==> config.mk <==
export PLATFORM = sky130hd
export DESIGN_NAME = efuse_reader
export DESIGN_NICKNAME = d
export VERILOG_FILES = /design/src/rtl/efuse_pkg.sv /design/src/rtl/efuse_shift_in.sv /design/src/rtl/efuse_reader.sv
export SDC_FILE = /design/constraint.sdc
export NUM_CORES = 1
export LEC_CHECK = 0
export CORE_MARGIN = 2
export CORE_UTILIZATION = 35
export CTS_BUF_LIST = sky130_fd_sc_hd__clkbuf_8
export CTS_CLUSTER_SIZE = 40
export DETAILED_ROUTE_END_ITERATION = 10
export PLACE_DENSITY = 0.59
export SLEW_MARGIN = 10
export SYNTH_ARGS = -nofsm -noshare
export SYNTH_HDL_FRONTEND = slang
export SYNTH_SLANG_ARGS = --single-unit
==> constraint.sdc <==
create_clock -name clk -period 3.85 [get_ports clk]
set_clock_uncertainty 0.1 [all_clocks]
set_input_delay 0.77 -clock clk [delete_from_list [all_inputs] [get_ports clk]]
set_output_delay 0.77 -clock clk [all_outputs]
set_load 0.01 [all_outputs]
==> src/rtl/efuse_pkg.sv <==
// Shared definitions for the eFuse read/program datapath: state encoding,
// default timing and mode codes.
package efuse_pkg;

    localparam int unsigned EFUSE_NBITS = 32;

    localparam int unsigned DEF_TCKHP = 4;
    localparam int unsigned DEF_TCSS  = 2;
    localparam int unsigned DEF_TCKLP = 4;
    localparam int unsigned DEF_TCSH  = 2;

    localparam logic [1:0] MODE_PROG = 2'b01;
    localparam logic [1:0] MODE_READ = 2'b10;

    typedef enum logic [2:0] {
        S_IDLE  = 3'd0,
        S_SETUP = 3'd1,
        S_HIGH  = 3'd2,
        S_LOW   = 3'd3,
        S_HOLD  = 3'd4,
        S_DONE  = 3'd5
    } efuse_state_e;

    // A programmed high period of zero still has to produce a visible pulse.
    function automatic logic [3:0] eff_tckhp(input logic [3:0] v);
        return (v == 4'd0) ? 4'd1 : v;
    endfunction

endpackage

==> src/rtl/efuse_shift_in.sv <==
// Capture register for the serial fuse stream; each sampled bit lands at the
// position given by bit_idx, so bit 0 is the first bit clocked out.
module efuse_shift_in
    import efuse_pkg::*;
#(
    parameter int unsigned NBITS = EFUSE_NBITS,
    parameter int unsigned IW    = (NBITS > 1) ? $clog2(NBITS) : 1
) (
    input  logic             clk,
    input  logic             rst,
    input  logic             clr,
    input  logic             sample_en,
    input  logic [IW-1:0]    bit_idx,
    input  logic             din,
    output logic [NBITS-1:0] word_o
);

    logic [NBITS-1:0] word_q;

    always_ff @(posedge clk or posedge rst) begin
        if (rst) begin
            word_q <= '0;
        end else if (clr) begin
            word_q <= '0;
        end else if (sample_en) begin
            word_q[bit_idx] <= din;
        end
    end

    assign word_o = word_q;

endmodule

==> src/rtl/efuse_reader.sv <==
// eFuse read controller: holds CSB low, issues NBITS SCLK pulses, captures DOUT
// at the end of each high phase and publishes the word with a valid flag.
module efuse_reader
    import efuse_pkg::*;
#(
    parameter int unsigned NBITS = EFUSE_NBITS,
    parameter int unsigned TCSS  = DEF_TCSS,
    parameter int unsigned TCKLP = DEF_TCKLP,
    parameter int unsigned TCSH  = DEF_TCSH
) (
    input  logic             clk,
    input  logic             rst,
    input  logic             start,
    input  logic [3:0]       TCKHP,
    input  logic             DOUT,
    output logic             CSB,
    output logic             PGM,
    output logic             SCLK,
    output logic             busy,
    output logic             done,
    output logic [NBITS-1:0] data,
    output logic             valid
);

    localparam int unsigned BCW = $clog2(NBITS + 1);
    localparam int unsigned IW  = (NBITS > 1) ? $clog2(NBITS) : 1;

    localparam logic [3:0]     TCSS_LAST  = 4'(TCSS - 1);
    localparam logic [3:0]     TCKLP_LAST = 4'(TCKLP - 1);
    localparam logic [3:0]     TCSH_LAST  = 4'(TCSH - 1);
    localparam logic [BCW-1:0] BIT_LAST   = BCW'(NBITS - 1);

    efuse_state_e     state_q, state_d;
    logic [3:0]       ph_q, ph_d;
    logic [BCW-1:0]   bit_cnt_q, bit_cnt_d;
    logic [3:0]       tckhp_q, tckhp_d;
    logic             csb_q, csb_d;
    logic             sclk_q, sclk_d;
    logic             busy_q, busy_d;
    logic             done_q, done_d;
    logic             valid_q, valid_d;
    logic [NBITS-1:0] data_q, data_d;

    logic             shift_clr;
    logic             shift_en;
    logic [NBITS-1:0] shift_word;

    efuse_shift_in #(
        .NBITS (NBITS),
        .IW    (IW)
    ) u_shift (
        .clk       (clk),
        .rst       (rst),
        .clr       (shift_clr),
        .sample_en (shift_en),
        .bit_idx   (bit_cnt_q[IW-1:0]),
        .din       (DOUT),
        .word_o    (shift_word)
    );

    always_ff @(posedge clk or posedge rst) begin
        if (rst) begin
            state_q   <= S_IDLE;
            ph_q      <= '0;
            bit_cnt_q <= '0;
            tckhp_q   <= '0;
            csb_q     <= 1'b1;
            sclk_q    <= 1'b0;
            busy_q    <= 1'b0;
            done_q    <= 1'b0;
            valid_q   <= 1'b0;
            data_q    <= '0;
        end else begin
            state_q   <= state_d;
            ph_q      <= ph_d;
            bit_cnt_q <= bit_cnt_d;
            tckhp_q   <= tckhp_d;
            csb_q     <= csb_d;
            sclk_q    <= sclk_d;
            busy_q    <= busy_d;
            done_q    <= done_d;
            valid_q   <= valid_d;
            data_q    <= data_d;
        end
    end

    // Next state; pin outputs are decoded from state_d so they register in step with the state.
    always_comb begin
        state_d   = state_q;
        ph_d      = ph_q;
        bit_cnt_d = bit_cnt_q;
        tckhp_d   = tckhp_q;
        valid_d   = valid_q;
        data_d    = data_q;
        shift_clr = 1'b0;
        shift_en  = 1'b0;

        case (state_q)
            S_IDLE: begin
                if (start) begin
                    state_d   = S_SETUP;
                    ph_d      = '0;
                    bit_cnt_d = '0;
                    tckhp_d   = eff_tckhp(TCKHP);
                    valid_d   = 1'b0;
                    shift_clr = 1'b1;
                end
            end
            S_SETUP: begin
                if (ph_q == TCSS_LAST) begin
                    state_d = S_HIGH;
                    ph_d    = '0;
                end else begin
                    ph_d = ph_q + 4'd1;
                end
            end
            S_HIGH: begin
                if (ph_q == tckhp_q - 4'd1) begin
                    shift_en = 1'b1;
                    state_d  = S_LOW;
                    ph_d     = '0;
                end else begin
                    ph_d = ph_q + 4'd1;
                end
            end
            S_LOW: begin
                if (ph_q == TCKLP_LAST) begin
                    ph_d      = '0;
                    bit_cnt_d = bit_cnt_q + BCW'(1);
                    state_d   = (bit_cnt_q == BIT_LAST) ? S_HOLD : S_HIGH;
                end else begin
                    ph_d = ph_q + 4'd1;
                end
            end
            S_HOLD: begin
                if (ph_q == TCSH_LAST) begin
                    state_d = S_DONE;
                    ph_d    = '0;
                    data_d  = shift_word;
                    valid_d = 1'b1;
                end else begin
                    ph_d = ph_q + 4'd1;
                end
            end
            S_DONE: begin
                state_d = S_IDLE;
            end
            default: begin
                state_d = S_IDLE;
                ph_d    = '0;
            end
        endcase

        csb_d  = (state_d == S_IDLE) || (state_d == S_DONE);
        sclk_d = (state_d == S_HIGH);
        busy_d = (state_d != S_IDLE);
        done_d = (state_d == S_DONE);
    end

    assign CSB   = csb_q;
    assign PGM   = 1'b0;
    assign SCLK  = sclk_q;
    assign busy  = busy_q;
    assign done  = done_q;
    assign valid = valid_q;
    assign data  = data_q;

endmodule

==> results.md <==
* Status: finished, final reports clean
* Initial antenna violation count at 0
* Synth Area in Compound Gates at 3.59%
* Wire length per cell at 14.5 um
* Flop2flop setup slack at 1190 ps
* Simple-gate portion of the synthesized area at 16.0%
* Largest family of logic cells by synthesized area: multiplexers
* Tmin final at 2660 ps
* CP arrival at 2810 ps
* Vias at 2623
* # nets final at 405
* Slew HR at 23.5%
* Sequential share of the synthesized area at 53.3%
* Drt total wl at 7790 um
* Top-area cell type share of the netlist area at 52.6%
* Top-level I/O count at 46
* Setup bufs post-CTS at 0
* Final core occ at 41.9%
* DP Wirelength at 5200 um
* Share of layout cells above drive strength 1 at 15.4%
* Max VDD drop at 257 uV
* GR Util All Layers at 13.4%
* Root Buffer: clkbuf_8
* Fillers at 1107
* Setup TNS after final layout at 0 ps
* Leading cell type in the layout, fill and taps excluded: dfrtp_1
* Count of cell types in the netlist at 47
* Pwr Total at 0.00266 W
* Crit path launch type: flop
* Initial Util at 35.7%
* Switching part of the total at 35.7%
* Post-route ant nets at 0
* Final worst slack at 1190 ps
* Final hold vios at 0
* Row count at 39
* Setup violators final at 0
* CTS Buf Count at 9
* Number of cells on the worst reg-to-reg path at 5
* Number of global-route vias before repair at 2612
* Worst slack, placed at 1140 ps
* Crit end category: flop
* Pleak at 2.35 nW
* Remaining DRCs at 0
* Area Growth Syn to Fin at 17.4%
* First-pass DRT Iterations at 4
* Die width at 111 um
* Worst-margin pin slew at 1150 ps
* Seq cells post-synth at 86
* Fin crit share at 69.1%
* Setup Crit Path Kind: reg -> reg
* Synth warn at 0
* RSZ-0062 raised after global routing: false
* Syn nets at 370
* Die Span Y at 111 um
* Synth area leader: dfrtp_1
* Reg-to-reg critical path startpoint: ph_q[0]
* Hold path startpoint: u_shift.word_o[21]
* Syn Area/Cell at 11.4 sq um
* Hold Crit Endpoint: data[21]
* Clock-pin slew on the worst setup and hold paths at 90 ps
* GPL Wtd Cong at 0.799
* Hold buffers post-CTS at 0
* Number of max-cap violations at 0
* Avg Vias per Cell at 4.88
* Gate Count Post-Synth at 355
* Comb pwr share at 27.8%
* Post-CTS Resized at 0
* Worst R2R End: data[10]
* Fmax at 376 MHz
* CTS tree: yes
* Slew Limit Fails at 0
* Largest net degree at the start of global routing at 49
* Core area at 11300 sq um
* Psw at 0.000948 W
* Hold Crit Depth at 1
* H-Tree Level Count at 3
* Mux share of post-synthesis cell area at 18.0%
* Reg power frac at 48.1%
* # diodes at 0
* Top cells by area, synth: dfrtp_1 (53%), mux2i_1 (8.4%), mux2_2 (7.0%), nand2_1 (5.4%), nand3_1 (4.1%)
* Adder-Cell Fraction of Synth Area at 2.17%
* CP required at 4000 ps
* Clock latency on the worst-skew pair at 360 ps
* CP max FO at 26
* First-pass GRT wire length at 13300 um
* Cell Pwr Density at 560 nW/um^2
* Most frequent cells in the layout: dfrtp_1 (85), nand2_1 (58), clkdlybuf4s50_1 (44), mux2i_1 (34), nand3_1 (33)
* Num Clock Sinks at 86
* Die Area at 12400 sq um
* # port buffers at 44
* Clk buf depth at 2
* Clock share of power at 24.1%
* Area of the mapped netlist at 4040 sq um
* Initial DRC Count at 141
* Gr ovfl total at 0
* HP Class: reg -> reg
* Internal Power at 0.00171 W
* Synth Area in XOR/XNOR at 2.10%
## sequential cells by signal (all words and copies together) (netlist names)
| signal | flops |
|---|---|
| CSB | 1 |
| SCLK | 1 |
| bit_cnt_q | 6 |
| busy | 1 |
| data | 32 |
| done | 1 |
| ph_q | 4 |
| state_q | 3 |
| tckhp_q | 4 |
| u_shift.word_o | 32 |
| valid | 1 |
## stage by stage
| stage | hold WS [ps] | instance area [sq um] | cells |
|---|---|---|---|
| floorplan | 356 | 4040 | 355 |
| global placement | 387 | 4550 | 522 |
| detailed placement | 383 | 4550 | 522 |
| CTS | 415 | 4750 | 538 |
| global route | 428 | 4750 | 538 |
| finish | 408 | 4750 | 538 |
## worst max-delay path by stage
stage / depth (start not counted) / to / slack, ps / from
after detailed placement: 5 / data[6] / 1140 / ph_q[0]
after global routing: 6 / data[12] / 1000 / ph_q[1]
after floorplan: 1 / SCLK / 760 / rst
after global placement: 5 / data[10] / 1220 / ph_q[0]
after CTS: 5 / data[12] / 1150 / ph_q[0]
final: 5 / data[10] / 1190 / ph_q[0]
## cells by family after synthesis
group	Yosys count
multiplexers	66
XOR/XNOR	8
adder cells (fa/ha/maj)	7
other	1
flip-flops	86
buffers and inverters	32
AND/OR/NAND/NOR	135
AO/OA/AOI/OAI	20
## power by group through the flow
stage | logic [W] | registers [W] | clock network, W
final | 0.000740 | 0.00128 | 0.000639
after detailed placement | 0.000748 | 0.00130 | 0
after CTS | 0.000753 | 0.00128 | 0.000658
after floorplan | 0.000645 | 0.00122 | 0
after global placement | 0.000733 | 0.00129 | 0
after global routing | 0.000845 | 0.00131 | 0.000700
## critical path: stages (launching register included)
cell	delay [ps]
dfrtp_1	450
ha_1	230
or3b_1	180
or2_1	870
buf_4	370
mux2_2	350
## cell usage after synthesis, drive strengths merged
cell type,instances
a21boi,1
ha,7
a211oi,1
nor3b,1
conb,1
a211o,1
mux2i,34
nand2,58
dfstp,1
and2b,1
buf,15
dfrtp,85
o21a,1
or4,1
xnor2,5
a21oi,1
nor2b,2
inv,7
nor2,12
nand2b,5
nand3b,2
o211ai,1
a221oi,1
a32o,2
xor3,1
nor3,10
nor4,2
and3,2
or2,1
xor2,2
o31ai,1
clkbuf,10
o2111ai,1
and2,2
nand3,33
o21ai,6
nor4b,1
a31oi,1
or3b,2
mux2,32
o22ai,2
## area by class of cell
class	instances	area (sq um)	share of cell area, %
clock inverter	6	62.6	1.32
multi-input combinational	237	1700	35.7
timing repair buffer	49	490	10.3
tap	143	179	3.77
sequential	86	2150	45.4
inverter	7	27.5	0.580
clock buffer	10	138	2.90
## routing by layer
metal | global-route usage [%] | up-vias | share of wire [%]
met1 | 18.2 | 1265 | 48
met3 | 3.05 | 13 | 4.2
met5 | 0 | - | 0
met2 | 20.4 | 54 | 46
li1 | - | 1291 | -
met4 | 6.67 | 0 | 2.3
Power figures use the tool's default switching activity.
